## src/rtl/gc_loader_pkg.sv

```systemverilog
// Shared types, header indices and field helpers for the netlist loader.
// Header words pack two size fields: hi = [2P-1:P], lo = [P-1:0].
package gc_loader_pkg;

  typedef enum logic [2:0] {
    S_IDLE  = 3'd0,
    S_START = 3'd1,
    S_HDR   = 3'd2,
    S_BODY  = 3'd3,
    S_RUN   = 3'd4,
    S_DONE  = 3'd5
  } state_t;

  localparam int HDR_INIT     = 0;
  localparam int HDR_INPUT    = 1;
  localparam int HDR_OUT_DFF  = 2;
  localparam int HDR_GATE_XOR = 3;
  localparam int HDR_WORDS    = 4;

  function automatic logic [31:0] fld_lo(
    input logic [31:0] w,
    input int          p
  );
    return w & ((32'd1 << p) - 32'd1);
  endfunction

  function automatic logic [31:0] fld_hi(
    input logic [31:0] w,
    input int          p
  );
    return (w >> p) & ((32'd1 << p) - 32'd1);
  endfunction

  function automatic logic [31:0] fld_sum(
    input logic [31:0] w,
    input int          p
  );
    return fld_lo(w, p) + fld_hi(w, p);
  endfunction

endpackage

```

## src/rtl/gc_netlist_loader_prefetch.sv

```systemverilog
// gc_rom_prefetch: 2-entry skid buffer over a 1-cycle-latency ROM.
// Ports: load/base start a burst, stop halts issue, out_* is the stream.
module gc_rom_prefetch #(
  parameter int ADDR_W = 16
) (
  input  logic              clk,
  input  logic              rst,
  input  logic              load,
  input  logic [ADDR_W-1:0] base,
  input  logic              stop,
  output logic              rom_en,
  output logic [ADDR_W-1:0] rom_addr,
  input  logic [31:0]       rom_data,
  output logic              out_valid,
  output logic [31:0]       out_word,
  input  logic              out_ready
);

  logic [ADDR_W-1:0] addr_q, addr_d;
  logic              vld_q, vld_d;
  logic [31:0]       mem_q [2];
  logic [31:0]       mem_d [2];
  logic [1:0]        cnt_q, cnt_d;
  logic              rd_q, rd_d;
  logic              wr_q, wr_d;
  logic              pop, pop_fifo, push;

  always_comb begin
    out_valid = (cnt_q != 2'd0) || vld_q;
    out_word  = (cnt_q != 2'd0) ? mem_q[rd_q] : rom_data;
    pop       = out_valid && out_ready;
    pop_fifo  = pop && (cnt_q != 2'd0);
    // ROM data bypasses the buffer when it is empty and consumed
    push      = vld_q && !(pop && cnt_q == 2'd0);
    cnt_d     = cnt_q + {1'b0, push} - {1'b0, pop_fifo};
    rd_d      = rd_q ^ pop_fifo;
    wr_d      = wr_q ^ push;
    mem_d     = mem_q;
    if (push) mem_d[wr_q] = rom_data;
    // issue only if the word returning next cycle has a slot
    rom_en    = load || (!stop && cnt_d < 2'd2);
    rom_addr  = load ? base : addr_q;
    addr_d    = rom_en ? rom_addr + ADDR_W'(1) : addr_q;
    vld_d     = rom_en;
    if (load) begin
      cnt_d = 2'd0;
      rd_d  = 1'b0;
      wr_d  = 1'b0;
    end
  end

  always_ff @(posedge clk) begin
    if (rst) begin
      addr_q <= '0;
      vld_q  <= 1'b0;
      mem_q  <= '{default: '0};
      cnt_q  <= 2'd0;
      rd_q   <= 1'b0;
      wr_q   <= 1'b0;
    end else begin
      addr_q <= addr_d;
      vld_q  <= vld_d;
      mem_q  <= mem_d;
      cnt_q  <= cnt_d;
      rd_q   <= rd_d;
      wr_q   <= wr_d;
    end
  end

endmodule

```

## src/rtl/gc_netlist_loader.sv

```systemverilog
// Fetches a netlist image from ROM, streams it to the GC core, waits done.
// Ports: go/base_addr/num_cc in, rom_*, gc_*, status + parsed header out.
// Optional header/range check: define GC_LOADER_CHECK_EN.
module gc_netlist_loader
  import gc_loader_pkg::*;
#(
  parameter int P      = 16,
  parameter int ADDR_W = 16,
  parameter int CID_W  = 16,
  parameter int CNT_W  = 32
) (
  input  logic              clk,
  input  logic              rst,
  input  logic              go,
  input  logic [ADDR_W-1:0] base_addr,
  input  logic [CID_W-1:0]  num_cc,
  output logic              rom_en,
  output logic [ADDR_W-1:0] rom_addr,
  input  logic [31:0]       rom_data,
  output logic              gc_start,
  output logic [31:0]       gc_netlist_in,
  input  logic [CID_W-1:0]  gc_cid,
  output logic              busy,
  output logic              done,
  output logic              err,
  output logic [P:0]        init_size,
  output logic [P:0]        input_size,
  output logic [P-1:0]      output_size,
  output logic [P-1:0]      dff_size,
  output logic [P-1:0]      gate_size,
  output logic [P-1:0]      num_xor,
  output logic [CNT_W-1:0]  run_cycles
);

  localparam int CW = P + 2;
  localparam logic [CW-1:0] HW = CW'(HDR_WORDS);

  state_t            state_q, state_d;
  logic [CID_W-1:0]  ncc_q, ncc_d;
  logic [CW-1:0]     iss_q, iss_d;
  logic [CW-1:0]     idx_q, idx_d;
  logic [CW-1:0]     tot_q, tot_d;
  logic              known_q, known_d;
  logic              bad_q, bad_d;
  logic [P-1:0]      dffp_q, dffp_d;
  logic [31:0]       netl_q, netl_d;
  logic [P:0]        init_q, init_d;
  logic [P:0]        inp_q, inp_d;
  logic [P-1:0]      outs_q, outs_d;
  logic [P-1:0]      dff_q, dff_d;
  logic [P-1:0]      gate_q, gate_d;
  logic [P-1:0]      xor_q, xor_d;
  logic [CNT_W-1:0]  run_q, run_d;

  logic              accept, streaming, hdr3, bad_now;
  logic [P:0]        len_now;
  logic [CW-1:0]     tot_now, lim;
  logic              pf_stop, pf_valid;
  logic [31:0]       pf_word;

`ifdef GC_LOADER_CHECK_EN
  localparam int SW = ((ADDR_W > P) ? ADDR_W : P) + 3;
  logic [ADDR_W-1:0] base_q, base_d;
  logic              err_q, err_d;
  logic [SW-1:0]     end_addr;
`endif

  gc_rom_prefetch #(.ADDR_W(ADDR_W)) u_pf (
    .clk       (clk),
    .rst       (rst),
    .load      (accept),
    .base      (base_addr),
    .stop      (pf_stop),
    .rom_en    (rom_en),
    .rom_addr  (rom_addr),
    .rom_data  (rom_data),
    .out_valid (pf_valid),
    .out_word  (pf_word),
    .out_ready (1'b1)
  );

  // Body length is decoded from word 3 as it leaves the ROM, so
  // the issue limit is known before any read past the body.
  always_comb begin
    accept    = (state_q == S_IDLE) && go;
    streaming = (state_q == S_START) || (state_q == S_HDR) ||
                (state_q == S_BODY);
    hdr3      = pf_valid && (idx_q == CW'(HDR_GATE_XOR));
    len_now   = (P+1)'(fld_lo(pf_word, P)) + (P+1)'(dffp_q);
`ifdef GC_LOADER_CHECK_EN
    end_addr  = SW'(base_q) + SW'(HW) + SW'(len_now);
    bad_now   = (fld_hi(pf_word, P) > fld_lo(pf_word, P)) ||
                (end_addr > (SW'(1) << ADDR_W));
`else
    bad_now   = 1'b0;
`endif
    tot_now   = bad_now ? HW : HW + CW'(len_now);
    if (hdr3)         lim = tot_now;
    else if (known_q) lim = tot_q;
    else              lim = HW;
    pf_stop   = !streaming || (iss_q >= lim);
  end

  always_comb begin
    state_d = state_q;
    ncc_d   = ncc_q;
    tot_d   = tot_q;
    known_d = known_q;
    bad_d   = bad_q;
    dffp_d  = dffp_q;
    init_d  = init_q;
    inp_d   = inp_q;
    outs_d  = outs_q;
    dff_d   = dff_q;
    gate_d  = gate_q;
    xor_d   = xor_q;
    run_d   = run_q;
    iss_d   = (accept ? '0 : iss_q) + CW'(rom_en);
    idx_d   = (accept ? '0 : idx_q) + CW'(pf_valid);
    netl_d  = pf_valid ? pf_word : 32'd0;
`ifdef GC_LOADER_CHECK_EN
    base_d  = base_q;
    err_d   = err_q;
`endif
    if (pf_valid && idx_q == CW'(HDR_OUT_DFF))
      dffp_d = P'(fld_hi(pf_word, P));
    if (hdr3) begin
      known_d = 1'b1;
      tot_d   = tot_now;
      bad_d   = bad_now;
    end
    // idx_q = i+1 while header word i sits on gc_netlist_in
    if (state_q == S_HDR) begin
      unique case (1'b1)
        idx_q == CW'(HDR_INIT + 1):
          init_d = (P+1)'(fld_sum(netl_q, P));
        idx_q == CW'(HDR_INPUT + 1):
          inp_d = (P+1)'(fld_sum(netl_q, P));
        idx_q == CW'(HDR_OUT_DFF + 1): begin
          outs_d = P'(fld_lo(netl_q, P));
          dff_d  = P'(fld_hi(netl_q, P));
        end
        idx_q == CW'(HDR_GATE_XOR + 1): begin
          gate_d = P'(fld_lo(netl_q, P));
          xor_d  = P'(fld_hi(netl_q, P));
        end
        default: ;
      endcase
    end
    unique case (state_q)
      S_IDLE: begin
        if (accept) begin
          state_d = S_START;
          ncc_d   = num_cc;
          known_d = 1'b0;
          bad_d   = 1'b0;
          run_d   = '0;
`ifdef GC_LOADER_CHECK_EN
          base_d  = base_addr;
          err_d   = 1'b0;
`endif
        end
      end
      S_START: state_d = S_HDR;
      S_HDR: begin
        if (idx_q == HW) begin
          if (bad_q) begin
            state_d = S_DONE;
`ifdef GC_LOADER_CHECK_EN
            err_d   = 1'b1;
`endif
          end else if (tot_q == HW) begin
            state_d = S_RUN;
          end else begin
            state_d = S_BODY;
          end
        end
      end
      S_BODY: if (idx_q == tot_q) state_d = S_RUN;
      S_RUN: begin
        if (run_q != '1) run_d = run_q + CNT_W'(1);
        if (ncc_q == '0 || gc_cid == ncc_q) state_d = S_DONE;
      end
      S_DONE: state_d = S_IDLE;
      default: state_d = S_IDLE;
    endcase
  end

  always_ff @(posedge clk) begin
    if (rst) begin
      state_q <= S_IDLE;
      ncc_q   <= '0;
      iss_q   <= '0;
      idx_q   <= '0;
      tot_q   <= '0;
      known_q <= 1'b0;
      bad_q   <= 1'b0;
      dffp_q  <= '0;
      netl_q  <= '0;
      init_q  <= '0;
      inp_q   <= '0;
      outs_q  <= '0;
      dff_q   <= '0;
      gate_q  <= '0;
      xor_q   <= '0;
      run_q   <= '0;
    end else begin
      state_q <= state_d;
      ncc_q   <= ncc_d;
      iss_q   <= iss_d;
      idx_q   <= idx_d;
      tot_q   <= tot_d;
      known_q <= known_d;
      bad_q   <= bad_d;
      dffp_q  <= dffp_d;
      netl_q  <= netl_d;
      init_q  <= init_d;
      inp_q   <= inp_d;
      outs_q  <= outs_d;
      dff_q   <= dff_d;
      gate_q  <= gate_d;
      xor_q   <= xor_d;
      run_q   <= run_d;
    end
  end

`ifdef GC_LOADER_CHECK_EN
  always_ff @(posedge clk) begin
    if (rst) begin
      base_q <= '0;
      err_q  <= 1'b0;
    end else begin
      base_q <= base_d;
      err_q  <= err_d;
    end
  end
  assign err = err_q;
`else
  assign err = 1'b0;
`endif

  assign gc_start      = (state_q == S_START);
  assign busy          = (state_q == S_START) || (state_q == S_HDR) ||
                         (state_q == S_BODY) || (state_q == S_RUN);
  assign done          = (state_q == S_DONE);
  assign gc_netlist_in = netl_q;
  assign init_size     = init_q;
  assign input_size    = inp_q;
  assign output_size   = outs_q;
  assign dff_size      = dff_q;
  assign gate_size     = gate_q;
  assign num_xor       = xor_q;
  assign run_cycles    = run_q;

endmodule

```

## config.mk

```make
export PLATFORM = sky130hd
export DESIGN_NAME = gc_netlist_loader
export DESIGN_NICKNAME = d
export VERILOG_FILES = /design/src/rtl/gc_loader_pkg.sv /design/src/rtl/gc_netlist_loader_prefetch.sv /design/src/rtl/gc_netlist_loader.sv
export SDC_FILE = /design/constraint.sdc
export NUM_CORES = 1
export LEC_CHECK = 0
export ABC_AREA = 1
export CORE_MARGIN = 4
export CORE_UTILIZATION = 50
export CTS_CLUSTER_DIAMETER = 40
export DETAILED_ROUTE_END_ITERATION = 10
export GPL_ROUTABILITY_DRIVEN = 0
export PLACE_DENSITY = 0.75
export SYNTH_ARGS = -nofsm -noshare
export SYNTH_HDL_FRONTEND = slang
export SYNTH_HIERARCHICAL = 1
export SYNTH_SLANG_ARGS = --single-unit
```

## constraint.sdc

```tcl
create_clock -name clk -period 7 [get_ports clk]
set_clock_uncertainty 0.2 [all_clocks]
set_input_delay 0.7 -clock clk [delete_from_list [all_inputs] [get_ports clk]]
set_output_delay 0.7 -clock clk [all_outputs]
set_load 0.1 [all_outputs]
```

# After elaboration in Yosys (flattened, before gate mapping)
# Cells that the tools add are included.
# classes
n_mux	28
mul	0
n_eq_ne	18
magnitude_cmp	5
div_mod_pow	0
shifts	0
bitwise	5
addsub	9
reduce_logical	32
# op_table
op	n
2-to-1 mux 32 bit	7
2-to-1 mux 18 bit	4
bitwise mux 64 bit	1
one-hot mux 32 bit (2 select lines)	1
adder 18 x 1 -> 18 bit	2
equality test 18 x 2 -> 1 bit, second input constant	2
equality test 18 x 3 -> 1 bit, second input constant	2
adder 16 x 16 -> 17 bit	2
adder 32 x 1 -> 32 bit, second input constant	1
demux 32 bit (select 1 bit)	1
!= test 32 bit, second input constant	1
adder 3 x 17 -> 18 bit, first input constant	1
equality test 18 x 1 -> 1 bit, second input constant	1
equality test 18 bit	1
greater-or-equal comparator 18 bit	1
2-to-1 mux 3 bit	6
adder 16 x 1 -> 16 bit, second input constant	1
equality test 16 bit	1
zero test 16 bit	1
2-to-1 mux 16 bit	1
one-hot mux 3 bit (5 select lines)	1
!= test 2 bit, second input constant	5
AND reduction 2 bit	5
logical AND 1 bit	8
20 further kinds	40
# word_totals
n_memories	0
register_bits	338
input_bits	83
output_inout_bits	183
mem_bits_ro	0
wordCells	120
ramBits	0
latchBits	0

# Depth between registers and ports, before layout
# Gate-level depths: netlist of run 1.
# logic_depth
ltp_word	14
ltp_mapped	42
mapped_depth_nobuf	40

# Cells and area by module
# Netlist of run 1, hierarchy kept.
# modules_own_cells
mod	cells_per_inst	instances	seq_area_each_um2	area_each_um2
gc_netlist_loader	1972	1	5064.9	13482.9
gc_rom_prefetch	706	1	1701.6	4403.0

# Worst setup path after synthesis of run 1
# Ideal clock, no wire load.
# synth_path
path_type	register to register
startpoint	register u_pf.cnt_q[1]
endpoint	register iss_q[14]
n_path_buf	2
stages_incl_launch_ff	40
synth_period_minus_slack_ns	5.825
setup_slack_ns	1.175
t_arrival_ns	5.506
setup_time_ns	0.119
t_required_ns	6.681
path_cell_list	dfxtp_1 -> nor2_1 -> inv_1 -> clkbuf_1 -> nor2_1 -> a21oi_1 -> ha_1 -> ha_1 -> inv_1 -> fa_1 -> inv_1 -> nand3_1 -> nand2_1 -> nand2_1 -> nand2_1 -> nand2_1 -> nand2_1 -> or2_2 -> [4 not listed] -> o21ai_0 -> nand2_1 -> o211ai_1 -> nor2_1 -> o2111ai_1 -> inv_1 -> nand3_1 -> nand2_1 -> buf_2 -> ha_1 -> ha_1 -> nand2_1 -> nor2_1 -> nand2_1 -> nor2_2 -> nand3_1 -> o21ai_0 -> a21oi_1
# synth_between
elab_chain_len	11
elab_cells_between_ends	21
classes_between	5 x add/sub; 2 x order compare; 2 x mux; 12 x reduce/logical
# synth_rtl
item	line	source
start, declared	gc_netlist_loader_prefetch.sv:23	logic [1:0] cnt_q, cnt_d;
start signal, assigned	gc_netlist_loader_prefetch.sv:64	cnt_q <= cnt_d;
nonzero test 2 bit	gc_netlist_loader_prefetch.sv:30	out_word = (cnt_q != 2'd0) ? mem_q[rd_q] : rom_data;
2-to-1 mux 32 bit	gc_netlist_loader_prefetch.sv:30	
net pf_word[1]	gc_netlist_loader.sv:59	logic [31:0] pf_word;
adder 16 x 16 -> 17 bit	gc_netlist_loader.sv:89	len_now = (P+1)'(fld_lo(pf_word, P)) + (P+1)'(dffp_q);
adder 3 x 17 -> 18 bit	gc_netlist_loader.sv:97	tot_now = bad_now ? HW : HW + CW'(len_now);
2-to-1 mux 18 bit	gc_netlist_loader.sv:98	if (hdr3) lim = tot_now;
greater-or-equal comparator 18 bit	gc_netlist_loader.sv:101	pf_stop = !streaming || (iss_q >= lim);
logical OR 1 bit	gc_netlist_loader.sv:101	
net pf_stop	gc_netlist_loader.sv:58	logic pf_stop, pf_valid;
zero test 1 bit	gc_netlist_loader_prefetch.sv:41	rom_en = load || (!stop && cnt_d < 2'd2);
logical AND 1 bit	gc_netlist_loader_prefetch.sv:41	
logical OR 1 bit	gc_netlist_loader_prefetch.sv:41	
net rom_en	gc_netlist_loader.sv:17	output logic rom_en,
adder 18 x 1 -> 18 bit	gc_netlist_loader.sv:118	iss_d = (accept ? '0 : iss_q) + CW'(rom_en);
end signal, assigned	gc_netlist_loader.sv:210	iss_q <= iss_d;
end, declared	gc_netlist_loader.sv:40	logic [CW-1:0] iss_q, iss_d;
# The timed path passes the listed nets, and every way through them passes these cells.
# A chain may end at the register's enable or synchronous reset.

# Final worst setup path of run 1
# layout_path
startpoint	register u_pf.cnt_q[1]
endpoint	output rom_en
# layout_between
elab_chain_len	10
elab_cells_between_ends	20
classes_between	4 x add/sub; 2 x order compare; 2 x mux; 12 x reduce/logical
# layout_rtl
item	line
nonzero test 2 bit	gc_netlist_loader_prefetch.sv:30
2-to-1 mux 32 bit	gc_netlist_loader_prefetch.sv:30
net pf_word[12]	gc_netlist_loader.sv:59
adder 16 x 16 -> 17 bit	gc_netlist_loader.sv:89
adder 3 x 17 -> 18 bit	gc_netlist_loader.sv:97
2-to-1 mux 18 bit	gc_netlist_loader.sv:98
greater-or-equal comparator 18 bit	gc_netlist_loader.sv:101
logical OR 1 bit	gc_netlist_loader.sv:101
net pf_stop	gc_netlist_loader.sv:58
zero test 1 bit	gc_netlist_loader_prefetch.sv:41
logical AND 1 bit	gc_netlist_loader_prefetch.sv:41
logical OR 1 bit	gc_netlist_loader_prefetch.sv:41
end, declared	gc_netlist_loader.sv:17
# The timed path passes the listed nets, and every way through them passes these cells.

==> results of run 1 <==
cell usage after synthesis, types with 5 or more instances:
cell type and count:
sky130_fd_sc_hd__nand2_1 553, sky130_fd_sc_hd__nor2_1 418, sky130_fd_sc_hd__dfxtp_1 338, sky130_fd_sc_hd__inv_1 324
sky130_fd_sc_hd__a21oi_1 281, sky130_fd_sc_hd__o21ai_0 205, sky130_fd_sc_hd__nand3_1 140, sky130_fd_sc_hd__ha_1 75
sky130_fd_sc_hd__clkbuf_1 63, sky130_fd_sc_hd__o21ai_1 38, sky130_fd_sc_hd__nor3_1 35, sky130_fd_sc_hd__xor2_1 35
sky130_fd_sc_hd__buf_2 22, sky130_fd_sc_hd__o21a_1 17, sky130_fd_sc_hd__nand4_1 16, sky130_fd_sc_hd__nor2_2 10
sky130_fd_sc_hd__buf_4 9, sky130_fd_sc_hd__or2_2 9, sky130_fd_sc_hd__inv_2 8, sky130_fd_sc_hd__buf_6 7
sky130_fd_sc_hd__nand3_2 6, sky130_fd_sc_hd__nor2_4 6, sky130_fd_sc_hd__o21bai_1 6, sky130_fd_sc_hd__nand2_2 5
sky130_fd_sc_hd__nand3b_1 5, sky130_fd_sc_hd__nor4_1 5, sky130_fd_sc_hd__xnor2_1 5
cell type report:
type	instances	area (um^2)	area share
clock buffer	54	1260	0.0566
clock inverter	34	354	0.0159
inverter	335	1260	0.0564
multi-input combinational	1901	9360	0.419
sequential	338	6770	0.303
tap	461	577	0.0258
timing repair buffer	277	2750	0.123
cell families after synthesis:
kind of cell             synth area share
AND/OR/NAND/NOR                     0.287
AO/OA/AOI/OAI                       0.162
buffers and inverters              0.0987
flip-flops                          0.378
adder cells (fa/ha/maj)            0.0547
XOR/XNOR                           0.0196
other                            0.000420
critical path: cells and delay by family (launching register included):
| family | cells | cell delay (ns) |
|---|---|---|
| buf+inv | 5 | 1.24 |
| simple gates | 12 | 1.16 |
| compound gates | 6 | 1.09 |
| fa+ha+maj | 3 | 0.97 |
| flops | 1 | 0.40 |
worst paths after layout:
check           startpoint  slack, ns        end  cells after the start
min              dffp_q[0]       0.26  dffp_q[0]                      2
max          u_pf/cnt_q[1]       0.64     rom_en                     26
min reg2reg      dffp_q[0]       0.26  dffp_q[0]                      2
max reg2reg      u_pf/rd_q       1.12  iss_q[16]                     37
stage by stage:
stage	setup slack (ns)	hold WS, ns	instance area, um^2	util	cells
floorplan	1.17	0.228	17900	-	2679
global placement	1.20	0.241	20700	0.585	3312
detailed placement	1.04	0.256	20700	0.585	3312
CTS	0.640	0.264	22300	0.631	3400
global route	0.115	0.285	22300	0.631	3400
finish	0.643	0.262	22300	0.631	3400
metal layers:
layer / track usage / up-vias
met5: 0 / -
met4: 0.105 / 0
met3: 0.0476 / 145
met2: 0.440 / 699
met1: 0.344 / 8333
li1: - / 9045
power by group:
part / switching [uW] / internal [uW] / leakage, uW / total, uW
Clock: 969 / 1440 / 0.000787 / 2410
Sequential: 204 / 2170 / 0.00274 / 2370
Combinational: 2560 / 891 / 0.00634 / 3450
Total: 3740 / 4500 / 0.00987 / 8240
flip-flops by register name, summed over array words and instances, names as in the netlist, 2 cells and up:
register	flops
dff_size	16
dffp_q	16
gate_size	16
gc_netlist_in	32
idx_q	18
init_size	17
input_size	17
iss_q	18
ncc_q	16
num_xor	16
output_size	16
run_cycles	32
state_q	3
tot_q	18
u_pf/addr_q	16
u_pf/cnt_q	2
u_pf/mem_q	64
placed cells by master (no fill, tap or decap), types with 3 or more instances in the layout:
master,synthesis,routed
sky130_fd_sc_hd__nand2_1,553,553
sky130_fd_sc_hd__nor2_1,418,417
sky130_fd_sc_hd__dfxtp_1,338,338
sky130_fd_sc_hd__inv_1,324,324
sky130_fd_sc_hd__a21oi_1,281,281
sky130_fd_sc_hd__clkdlybuf4s50_1,0,262
sky130_fd_sc_hd__o21ai_0,205,205
sky130_fd_sc_hd__nand3_1,140,140
sky130_fd_sc_hd__ha_1,75,75
sky130_fd_sc_hd__clkbuf_16,0,48
sky130_fd_sc_hd__o21ai_1,38,38
sky130_fd_sc_hd__xor2_1,35,35
sky130_fd_sc_hd__nor3_1,35,35
sky130_fd_sc_hd__o21a_1,17,17
sky130_fd_sc_hd__nand4_1,16,16
sky130_fd_sc_hd__buf_4,9,13
sky130_fd_sc_hd__nor2_2,10,11
sky130_fd_sc_hd__inv_6,0,11
sky130_fd_sc_hd__or2_2,9,9
sky130_fd_sc_hd__inv_2,8,8
sky130_fd_sc_hd__clkinv_2,0,7
sky130_fd_sc_hd__nor2_4,6,6
sky130_fd_sc_hd__nand3_2,6,6
sky130_fd_sc_hd__o21bai_1,6,6
sky130_fd_sc_hd__clkinv_4,0,6
sky130_fd_sc_hd__nand2_2,5,5
sky130_fd_sc_hd__nand3b_1,5,5
sky130_fd_sc_hd__nor4_1,5,5
sky130_fd_sc_hd__xnor2_1,5,5
sky130_fd_sc_hd__clkinvlp_4,0,5
sky130_fd_sc_hd__clkbuf_8,0,4
sky130_fd_sc_hd__nand4_2,3,3
sky130_fd_sc_hd__a21o_1,3,3
sky130_fd_sc_hd__o31ai_1,3,3
sky130_fd_sc_hd__nor3_2,3,3
sky130_fd_sc_hd__conb_1,2,3
sky130_fd_sc_hd__bufinv_16,0,3
==> run_summary.xml, run 1 <==
<?xml version="1.0" encoding="UTF-8"?>
<metrics>
  <group name="setup_path">
    <metric name="cp.arrival" unit="ns">5.46</metric>
    <metric name="cpMostUsedCell" unit="">sky130_fd_sc_hd__nand2_1</metric>
    <metric name="slowest_delay" unit="ns">0.40</metric>
    <metric name="cp.required" unit="ns">6.10</metric>
    <metric name="crit_path_top_delay_cell" unit="">sky130_fd_sc_hd__dfxtp_1</metric>
    <metric name="crit_type" unit="">reg -&gt; out</metric>
    <metric name="critical_path_fanout_max" unit="">27</metric>
    <metric name="endpoint_kind" unit="">output port</metric>
    <metric name="worst_setup_path_start_kind" unit="">flip-flop</metric>
  </group>
  <group name="placed_design">
    <metric name="post-dp-hpwl" unit="mm">38.3</metric>
    <metric name="port-buffer-count" unit="">264</metric>
  </group>
  <group name="global_route">
    <metric name="global_route.overflow_total" unit="">0</metric>
    <metric name="grt_max_degree" unit="">83</metric>
    <metric name="grtUsageTotal" unit="">0.265</metric>
    <metric name="vias_in_the_first_global_route" unit="">17200</metric>
    <metric name="grt_pass1_wl" unit="mm">86.2</metric>
    <metric name="antenna_found_initial" unit="">0</metric>
  </group>
  <group name="cells_and_area">
    <metric name="area_growth" unit="%">24.8</metric>
    <metric name="final_layout_size_suffix_gt1_frac" unit="">0.0541</metric>
    <metric name="n_fill_cell" unit="">3198</metric>
    <metric name="antenna_cells_inserted" unit="">0</metric>
    <metric name="layout.nets" unit="">3061</metric>
  </group>
  <group name="timing">
    <metric name="max_freq" unit="MHz">157</metric>
    <metric name="setup_tns" unit="ns">0</metric>
    <metric name="report.final.slew_viol_count" unit="">0</metric>
    <metric name="max_slew.worst_pin.slew" unit="ns">1.22</metric>
    <metric name="grt_setup_unrepaired" unit="">no</metric>
    <metric name="final_hold_viol_count" unit="">0</metric>
    <metric name="layout_min_cycle_time" unit="ns">6.36</metric>
    <metric name="worst_slew_margin_rel" unit="">0.185</metric>
    <metric name="period_share" unit="">0.908</metric>
    <metric name="timing.final.setup_violations" unit="">0</metric>
  </group>
  <group name="die">
    <metric name="row_count" unit="">69</metric>
    <metric name="die_h" unit="um">197</metric>
    <metric name="die_area" unit="um^2">38900</metric>
    <metric name="design.core.area" unit="um^2">35400</metric>
    <metric name="floorplan.initialDensity" unit="">0.505</metric>
    <metric name="boundary_pin_count" unit="">266</metric>
    <metric name="die_x" unit="um">197</metric>
  </group>
  <group name="clocking">
    <metric name="clock_tree.root_cell" unit="">sky130_fd_sc_hd__clkbuf_16</metric>
    <metric name="ctsHtreeMaxLevel" unit="">2</metric>
    <metric name="clock_sinks" unit="">338</metric>
    <metric name="cts_buffers" unit="">48</metric>
    <metric name="cts.path.max_buffers" unit="">3</metric>
    <metric name="ctsHoldBuffers" unit="">0</metric>
    <metric name="clock_insertion_delay_worst_skew" unit="ns">0.57</metric>
    <metric name="clock_tree_from_tritoncts" unit="">done</metric>
    <metric name="cts_clk_pin_slew_worst_paths" unit="ns">0.06</metric>
    <metric name="post_cts_setup_buffer_count" unit="">0</metric>
    <metric name="postCtsResizedCells" unit="">0</metric>
  </group>
  <group name="drt">
    <metric name="drt_first_iter_violations" unit="">1413</metric>
    <metric name="antenna_left" unit="">0</metric>
    <metric name="drt_pre_antenna_iters" unit="">7</metric>
    <metric name="wl_met1" unit="mm">22.4</metric>
    <metric name="top_layer_used" unit="">met4</metric>
    <metric name="post_drt_wl_per_cell" unit="um">15.7</metric>
    <metric name="detailroute.wirelength.met3" unit="mm">4.12</metric>
    <metric name="routed_wirelength" unit="mm">53.5</metric>
    <metric name="viasPerCell" unit="">5.36</metric>
    <metric name="met2WireLength" unit="mm">24.9</metric>
    <metric name="dr_total_vias" unit="">18200</metric>
    <metric name="remaining_drc_errors" unit="">0</metric>
  </group>
  <group name="synth">
    <metric name="synth_area_leaders" unit="">sky130_fd_sc_hd__dfxtp_1 38%, sky130_fd_sc_hd__nand2_1 12%, sky130_fd_sc_hd__nor2_1 8.8%</metric>
    <metric name="postSynthRegisterBits" unit="">338</metric>
    <metric name="synth_area_leader_cell" unit="">sky130_fd_sc_hd__dfxtp_1</metric>
    <metric name="post_synth_instance_area" unit="um^2">17900</metric>
    <metric name="proportion_of_netlist_area_held_by_the_largest_area_contributor" unit="">0.378</metric>
    <metric name="synthesis.yosys.warnings" unit="">6</metric>
    <metric name="synth.distinct_cells" unit="">47</metric>
    <metric name="postSynth.asyncResetShare" unit="">0</metric>
    <metric name="ys.flop_type" unit="">sky130_fd_sc_hd__dfxtp_1</metric>
    <metric name="synth-seq-area-share" unit="">0.378</metric>
    <metric name="syn-instance-count" unit="">2678</metric>
    <metric name="synth_area_per_cell" unit="um^2">6.68</metric>
    <metric name="count_of_flip_flops_with_a_built_in_enable_after_synthesis" unit="">0</metric>
  </group>
  <group name="hold_path">
    <metric name="timing.hold.worst.class" unit="">reg -&gt; reg</metric>
  </group>
  <group name="power">
    <metric name="powerDensity" unit="nW/um^2">369</metric>
    <metric name="vdd_ir_drop_max" unit="mV">0.348</metric>
    <metric name="leakage_power_of_the_design" unit="uW">0.00987</metric>
    <metric name="final_total_power" unit="uW">8240</metric>
  </group>
  <group name="outcome">
    <metric name="status" unit="">completed</metric>
  </group>
  <group name="flow_run">
    <metric name="max-cap-violations" unit="">0</metric>
  </group>
</metrics>
Power figures use the tool's default switching activity.
==> run 2, diff against run 1 <==
Settings changed: CORE_MARGIN 4 to 1.
==> run 2 against run 1 <==
  * Clock power up 24%
  * Wire length rose by 1.3%
  * Largest cell class unchanged
  * Sequential power about the same
  * Core utilization grew 2.1 points
  * Worst hold slack worse by 0.0027 ns
  * Register-to-register slack got worse by 0.12 ns
  * Cell area is 1.8% higher
  * First-iteration DRC count up 6.9%
  * Sequential share of layout area fell by 0.53 points
==> run_summary.xml, run 2 (same netlist as run 1, synthesis figures left out) <==
<?xml version="1.0" encoding="UTF-8"?>
<metrics>
  <group name="die">
    <metric name="boundary_pin_count" unit="">266</metric>
    <metric name="row_count" unit="">68</metric>
    <metric name="die_area" unit="um^2">36500</metric>
    <metric name="design.core.area" unit="um^2">34900</metric>
    <metric name="floorplan.initialDensity" unit="">0.513</metric>
    <metric name="die_x" unit="um">191</metric>
    <metric name="die_h" unit="um">191</metric>
  </group>
  <group name="clocking">
    <metric name="clock_tree.root_cell" unit="">sky130_fd_sc_hd__clkbuf_16</metric>
    <metric name="clock_tree_from_tritoncts" unit="">done</metric>
    <metric name="ctsHoldBuffers" unit="">0</metric>
    <metric name="postCtsResizedCells" unit="">0</metric>
    <metric name="clock_insertion_delay_worst_skew" unit="ns">0.58</metric>
    <metric name="ctsHtreeMaxLevel" unit="">2</metric>
    <metric name="post_cts_setup_buffer_count" unit="">0</metric>
    <metric name="cts.path.max_buffers" unit="">3</metric>
    <metric name="cts_buffers" unit="">53</metric>
    <metric name="clock_sinks" unit="">338</metric>
    <metric name="cts_clk_pin_slew_worst_paths" unit="ns">0.06</metric>
  </group>
  <group name="drt">
    <metric name="post_drt_wl_per_cell" unit="um">15.9</metric>
    <metric name="dr_total_vias" unit="">18500</metric>
    <metric name="remaining_drc_errors" unit="">0</metric>
    <metric name="detailroute.wirelength.met3" unit="mm">4.06</metric>
    <metric name="met2WireLength" unit="mm">25.8</metric>
    <metric name="viasPerCell" unit="">5.43</metric>
    <metric name="antenna_left" unit="">0</metric>
    <metric name="drt_pre_antenna_iters" unit="">8</metric>
    <metric name="top_layer_used" unit="">met4</metric>
    <metric name="wl_met1" unit="mm">22.5</metric>
    <metric name="drt_first_iter_violations" unit="">1510</metric>
    <metric name="routed_wirelength" unit="mm">54.2</metric>
  </group>
  <group name="placed_design">
    <metric name="post-dp-hpwl" unit="mm">38.4</metric>
    <metric name="postPlaceCellArea" unit="um^2">20700</metric>
    <metric name="port-buffer-count" unit="">264</metric>
    <metric name="placedCellCount" unit="">3305</metric>
  </group>
  <group name="global_route">
    <metric name="grtUsageTotal" unit="">0.292</metric>
    <metric name="vias_in_the_first_global_route" unit="">17100</metric>
    <metric name="antenna_found_initial" unit="">0</metric>
    <metric name="grt_max_degree" unit="">120</metric>
    <metric name="global_route.overflow_total" unit="">0</metric>
    <metric name="grt_pass1_wl" unit="mm">86.4</metric>
  </group>
  <group name="outcome">
    <metric name="status" unit="">completed</metric>
  </group>
  <group name="timing">
    <metric name="worst_slew_margin_rel" unit="">0.195</metric>
    <metric name="timing.final.setup_violations" unit="">0</metric>
    <metric name="report.final.slew_viol_count" unit="">0</metric>
    <metric name="period_share" unit="">0.928</metric>
    <metric name="layout_min_cycle_time" unit="ns">6.50</metric>
    <metric name="final_hold_viol_count" unit="">0</metric>
    <metric name="max_slew.worst_pin.slew" unit="ns">1.21</metric>
    <metric name="max_freq" unit="MHz">154</metric>
    <metric name="whs" unit="ns">0.259</metric>
    <metric name="setup_tns" unit="ns">0</metric>
    <metric name="grt_setup_unrepaired" unit="">no</metric>
  </group>
  <group name="hold_path">
    <metric name="hold_path_end" unit="">dffp_q[15]</metric>
    <metric name="timing.hold.worst.class" unit="">reg -&gt; reg</metric>
    <metric name="worst_hold_path_depth" unit="">2</metric>
    <metric name="hold_start" unit="">dffp_q[15]</metric>
  </group>
  <group name="flow_run">
    <metric name="max-cap-violations" unit="">0</metric>
  </group>
  <group name="power">
    <metric name="vdd_ir_drop_max" unit="mV">0.273</metric>
    <metric name="powerDensity" unit="nW/um^2">389</metric>
    <metric name="leakage_power_of_the_design" unit="uW">0.0101</metric>
  </group>
  <group name="setup_path">
    <metric name="crit_type" unit="">reg -&gt; out</metric>
    <metric name="worst_setup_path_start_kind" unit="">flip-flop</metric>
    <metric name="cp.required" unit="ns">6.10</metric>
    <metric name="reg2reg_depth" unit="">32</metric>
    <metric name="reg2reg_setup_slack" unit="ns">1.00</metric>
    <metric name="critical_path_fanout_max" unit="">27</metric>
    <metric name="timing.rr.end" unit="">iss_q[12]</metric>
    <metric name="critical_path.reg2reg.startpoint" unit="">u_pf/cnt_q[1]</metric>
    <metric name="cp.arrival" unit="ns">5.60</metric>
    <metric name="endpoint_kind" unit="">output port</metric>
  </group>
  <group name="cells_and_area">
    <metric name="layout.core_utilization" unit="">0.651</metric>
    <metric name="finish.cell_count_without_fillers" unit="">3405</metric>
    <metric name="mostFrequentLayoutCell" unit="">sky130_fd_sc_hd__nand2_1</metric>
    <metric name="final_layout_size_suffix_gt1_frac" unit="">0.0573</metric>
    <metric name="antenna_cells_inserted" unit="">0</metric>
    <metric name="area_growth" unit="%">27.0</metric>
    <metric name="largest-register" unit="">u_pf/mem_q</metric>
    <metric name="layout.nets" unit="">3065</metric>
    <metric name="commonest_non_fill_non_tap_cells_in_the_layout" unit="">553 x sky130_fd_sc_hd__nand2_1, 417 x sky130_fd_sc_hd__nor2_1, 338 x sky130_fd_sc_hd__dfxtp_1</metric>
    <metric name="largest_register_ff_count" unit="">64</metric>
    <metric name="postLayoutCellArea" unit="um^2">22700</metric>
  </group>
</metrics>
-- run 2: cell count changes in the layout (fill, tap and decap cells not counted), sizes merged --
| cell | previous run | this run |
|---|---|---|
| inv | 345 | 346 |
| bufinv | 3 | 14 |
| clkinv | 16 | 15 |
| clkbuf | 54 | 58 |
| clkinvlp | 5 | 2 |
| buf | 15 | 14 |
-- run 2: stage by stage --
step | total power (uW) | setup WS, ns
after detailed placement | 5810 | 1.01
after floorplan | 4890 | 1.17
final | 8830 | 0.501
after global placement | 5750 | 1.24
after CTS | 8820 | 0.581
after global routing | 9240 | 0.141
-- run 2: worst max-delay path, cell delays in order (launching register included) --
cell and delay (ns):
sky130_fd_sc_hd__dfxtp_1 0.39, sky130_fd_sc_hd__nor2_2 0.07, sky130_fd_sc_hd__inv_1 0.46, sky130_fd_sc_hd__buf_4 0.36
sky130_fd_sc_hd__nor2_1 0.10, sky130_fd_sc_hd__a21oi_1 0.30, sky130_fd_sc_hd__ha_1 0.31, sky130_fd_sc_hd__ha_1 0.37
sky130_fd_sc_hd__a21oi_1 0.19, sky130_fd_sc_hd__o21ai_0 0.14, sky130_fd_sc_hd__a21oi_1 0.20, sky130_fd_sc_hd__nand2_1 0.07
sky130_fd_sc_hd__nand2_1 0.05, sky130_fd_sc_hd__nand3_1 0.08, sky130_fd_sc_hd__o21a_1 0.15, sky130_fd_sc_hd__ha_1 0.27
sky130_fd_sc_hd__nand2_1 0.10, sky130_fd_sc_hd__nor4_1 0.43, sky130_fd_sc_hd__o21a_1 0.19, sky130_fd_sc_hd__nor2_1 0.04
sky130_fd_sc_hd__o2111ai_1 0.08, sky130_fd_sc_hd__inv_1 0.07, sky130_fd_sc_hd__nand3_1 0.08, sky130_fd_sc_hd__nand2_1 0.07
sky130_fd_sc_hd__buf_4 0.25, sky130_fd_sc_hd__buf_12 0.20
-- run 2: layout make-up --
class	instances	area (um^2)
fillers	3024	12200
multi-input cells	1901	9360
flip-flops and latches	338	6770
repair buffers	276	2740
clock buffers	58	1370
inverters	335	1260
clock inverters	42	664
well taps	455	569
-- run 2: how the worst max path moves through the flow --
stage | from | to | cells past startpoint
floorplan | u_pf/cnt_q[1] | iss_q[14] | 39
global placement | rom_data[2] | iss_q[12] | 37
detailed placement | rom_data[1] | iss_q[12] | 37
CTS | u_pf/cnt_q[1] | rom_en | 25
global route | u_pf/cnt_q[1] | rom_en | 24
finish | u_pf/cnt_q[1] | rom_en | 25
-- run 2: where the power goes --
part / switching, uW / total (uW) / leakage (uW) / internal, uW
Clock: 1030 / 2980 / 0.000990 / 1960
Combinational: 2590 / 3480 / 0.00633 / 890
Sequential: 201 / 2370 / 0.00274 / 2170
Total: 3820 / 8830 / 0.0101 / 5010
-- run 2: routing by layer --
| metal | GRT usage | vias up |
|---|---|---|
| met1 | 0.367 | 8483 |
| met5 | 0 | - |
| met3 | 0.0431 | 123 |
| met2 | 0.502 | 798 |
| met4 | 0.108 | 0 |
| li1 | - | 9073 |
==> run 3, diff against run 2 <==
Settings changed: DONT_BUFFER_PORTS set to 1, PLACE_DENSITY 0.75 to unset, TNS_END_PERCENT set to 1.
==> run 3 against run 2 <==
  * Global-route usage fell by 1.4 points
  * Worst hold slack got worse by 0.21 ns
  * Count of clock-buffer cells in the layout rose by 5
  * Critical path type unchanged
  * First-iteration DRC count fell by 22%
  * Critical endpoint unchanged
  * Worst setup slack improved by 0.15 ns
  * Critical path depth rose by 3
  * Die area did not move
==> run_summary.xml, run 3 (same netlist as run 1, synthesis figures left out) <==
<?xml version="1.0" encoding="UTF-8"?>
<metrics>
  <group name="cells_and_area">
    <metric name="postLayoutCellArea" unit="um^2">20000</metric>
    <metric name="layout.nets" unit="">2814</metric>
    <metric name="n_fill_cell" unit="">3420</metric>
    <metric name="final-seq-area" unit="um^2">6770</metric>
    <metric name="final_layout_size_suffix_gt1_frac" unit="">0.0665</metric>
    <metric name="antenna_cells_inserted" unit="">0</metric>
    <metric name="commonest_non_fill_non_tap_cells_in_the_layout" unit="">552 x sky130_fd_sc_hd__nand2_1, 417 x sky130_fd_sc_hd__nor2_1, 338 x sky130_fd_sc_hd__dfxtp_1</metric>
    <metric name="multi_input_combinational_cell_area" unit="um^2">9390</metric>
    <metric name="layout.core_utilization" unit="">0.574</metric>
    <metric name="area_growth" unit="%">12.0</metric>
    <metric name="mostFrequentLayoutCell" unit="">sky130_fd_sc_hd__nand2_1</metric>
    <metric name="largest-register" unit="">u_pf/mem_q</metric>
    <metric name="largest_register_ff_count" unit="">64</metric>
  </group>
  <group name="clocking">
    <metric name="clock_insertion_delay_worst_skew" unit="ns">0.58</metric>
    <metric name="clock_sinks" unit="">338</metric>
    <metric name="cts_buffers" unit="">49</metric>
    <metric name="cts_clk_pin_slew_worst_paths" unit="ns">0.06</metric>
    <metric name="clock_tree_from_tritoncts" unit="">done</metric>
    <metric name="cts.path.max_buffers" unit="">3</metric>
    <metric name="post_cts_setup_buffer_count" unit="">0</metric>
    <metric name="clock_tree.root_cell" unit="">sky130_fd_sc_hd__clkbuf_16</metric>
    <metric name="ctsHtreeMaxLevel" unit="">2</metric>
    <metric name="postCtsResizedCells" unit="">0</metric>
    <metric name="ctsHoldBuffers" unit="">1</metric>
  </group>
  <group name="global_route">
    <metric name="antenna_found_initial" unit="">0</metric>
    <metric name="grt_max_degree" unit="">109</metric>
    <metric name="grtUsageTotal" unit="">0.278</metric>
    <metric name="global_route.overflow_total" unit="">0</metric>
    <metric name="vias_in_the_first_global_route" unit="">15600</metric>
    <metric name="grt_pass1_wl" unit="mm">81.3</metric>
  </group>
  <group name="setup_path">
    <metric name="cp.arrival" unit="ns">5.45</metric>
    <metric name="worst_setup_path_start_kind" unit="">flip-flop</metric>
    <metric name="crit_path_top_delay_cell" unit="">sky130_fd_sc_hd__nor4_1</metric>
    <metric name="cp.required" unit="ns">6.10</metric>
    <metric name="reg2reg_depth" unit="">36</metric>
    <metric name="critical_path.reg2reg.startpoint" unit="">u_pf/cnt_q[1]</metric>
    <metric name="cp_capture_point" unit="">rom_en</metric>
    <metric name="timing.rr.end" unit="">iss_q[14]</metric>
    <metric name="crit_type" unit="">reg -&gt; out</metric>
    <metric name="endpoint_kind" unit="">output port</metric>
    <metric name="cp-startpoint" unit="">u_pf/cnt_q[1]</metric>
    <metric name="cpMostUsedCell" unit="">sky130_fd_sc_hd__nand2_1</metric>
    <metric name="critical_path_fanout_max" unit="">27</metric>
    <metric name="slowest_delay" unit="ns">0.40</metric>
    <metric name="reg2reg_setup_slack" unit="ns">1.07</metric>
  </group>
  <group name="drt">
    <metric name="routed_wirelength" unit="mm">51.0</metric>
    <metric name="top_layer_used" unit="">met4</metric>
    <metric name="post_drt_wl_per_cell" unit="um">16.2</metric>
    <metric name="dr_total_vias" unit="">16700</metric>
    <metric name="met2WireLength" unit="mm">23.2</metric>
    <metric name="remaining_drc_errors" unit="">0</metric>
    <metric name="detailroute.wirelength.met3" unit="mm">3.79</metric>
    <metric name="drt_first_iter_violations" unit="">1182</metric>
    <metric name="viasPerCell" unit="">5.31</metric>
    <metric name="drt_pre_antenna_iters" unit="">7</metric>
    <metric name="antenna_left" unit="">0</metric>
    <metric name="wl_met1" unit="mm">22.4</metric>
  </group>
  <group name="power">
    <metric name="leakage_power_of_the_design" unit="uW">0.00912</metric>
    <metric name="powerDensity" unit="nW/um^2">409</metric>
    <metric name="power_frac_clock" unit="">0.326</metric>
    <metric name="power.internal" unit="uW">4560</metric>
    <metric name="power.net_switching" unit="uW">3640</metric>
    <metric name="power.share.switching" unit="">0.444</metric>
    <metric name="comb_power_share" unit="">0.324</metric>
    <metric name="vdd_ir_drop_max" unit="mV">0.275</metric>
    <metric name="power_frac_seq" unit="">0.350</metric>
  </group>
  <group name="timing">
    <metric name="timing.final.ws_setup" unit="ns">0.648</metric>
    <metric name="timing.final.setup_violations" unit="">0</metric>
    <metric name="grt_setup_unrepaired" unit="">no</metric>
    <metric name="max_freq" unit="MHz">157</metric>
    <metric name="period_share" unit="">0.907</metric>
    <metric name="setup_tns" unit="ns">0</metric>
    <metric name="max_slew.worst_pin.slew" unit="ns">1.21</metric>
    <metric name="worst_slew_margin_rel" unit="">0.189</metric>
    <metric name="layout_min_cycle_time" unit="ns">6.35</metric>
    <metric name="report.final.slew_viol_count" unit="">0</metric>
    <metric name="final_hold_viol_count" unit="">0</metric>
  </group>
  <group name="placed_design">
    <metric name="dp_slack" unit="ns">1.14</metric>
    <metric name="port-buffer-count" unit="">0</metric>
    <metric name="postPlaceCellArea" unit="um^2">18200</metric>
    <metric name="post-dp-hpwl" unit="mm">36.4</metric>
  </group>
  <group name="die">
    <metric name="die_area" unit="um^2">36500</metric>
    <metric name="die_x" unit="um">191</metric>
    <metric name="boundary_pin_count" unit="">266</metric>
    <metric name="row_count" unit="">68</metric>
    <metric name="die_h" unit="um">191</metric>
    <metric name="floorplan.initialDensity" unit="">0.513</metric>
    <metric name="design.core.area" unit="um^2">34900</metric>
  </group>
  <group name="outcome">
    <metric name="status" unit="">completed</metric>
  </group>
  <group name="hold_path">
    <metric name="timing.hold.worst.class" unit="">in -&gt; reg</metric>
  </group>
  <group name="flow_run">
    <metric name="max-cap-violations" unit="">0</metric>
  </group>
</metrics>
## run 3: routing by layer
layer,track usage,vias up
li1,-,8546
met4,0.107,0
met3,0.0643,100
met2,0.449,480
met1,0.359,7584
met5,0,-
## run 3: final cells by class
type                    instances  share of cell area
repair buffers                 29              0.0127
flip-flops and latches        338               0.338
multi-input cells            1901               0.469
inverters                     335              0.0629
clock buffers                  63              0.0700
clock inverters                27              0.0192
well taps                     455              0.0284
## run 3: worst min path at each step
stage	startpoint	to	slack (ns)	cells after the start
after floorplan	dffp_q[10]	dffp_q[10]	0.23	2
after global placement	dffp_q[11]	dffp_q[11]	0.24	2
after detailed placement	dffp_q[14]	dffp_q[14]	0.24	2
after CTS	rst	tot_q[15]	0.009	1
after global routing	rst	iss_q[12]	0.03	1
final	rom_data[19]	u_pf/mem_q[51]	0.05	2
## run 3: power by group through the flow
stage	logic, uW	clock network, uW	registers [uW]
final	2660	2670	2870
after global routing	2950	2790	2890
after CTS	2650	2710	2870
after detailed placement	2630	0	2910
after global placement	2600	0	2900
after floorplan	2020	0	2870
## run 3: worst max-delay path: cells and delay by family, from the launching register on
kind / cells / cell delay (ns)
buf+inv: 5 / 1.19
compound gates: 4 / 0.66
fa+ha+maj: 3 / 1.02
flops: 1 / 0.39
simple gates: 16 / 1.56
## run 3: per-stage QoR
stage / hold WS, ns / cells / total power [uW]
2_1_floorplan: 0.228 / 2679 / 4890
3_3_place_gp: 0.239 / 3057 / 5510
3_5_place_dp: 0.244 / 3057 / 5540
4_1_cts: 0.00858 / 3148 / 8230
5_1_grt: 0.0325 / 3148 / 8640
6_report: 0.0485 / 3148 / 8190
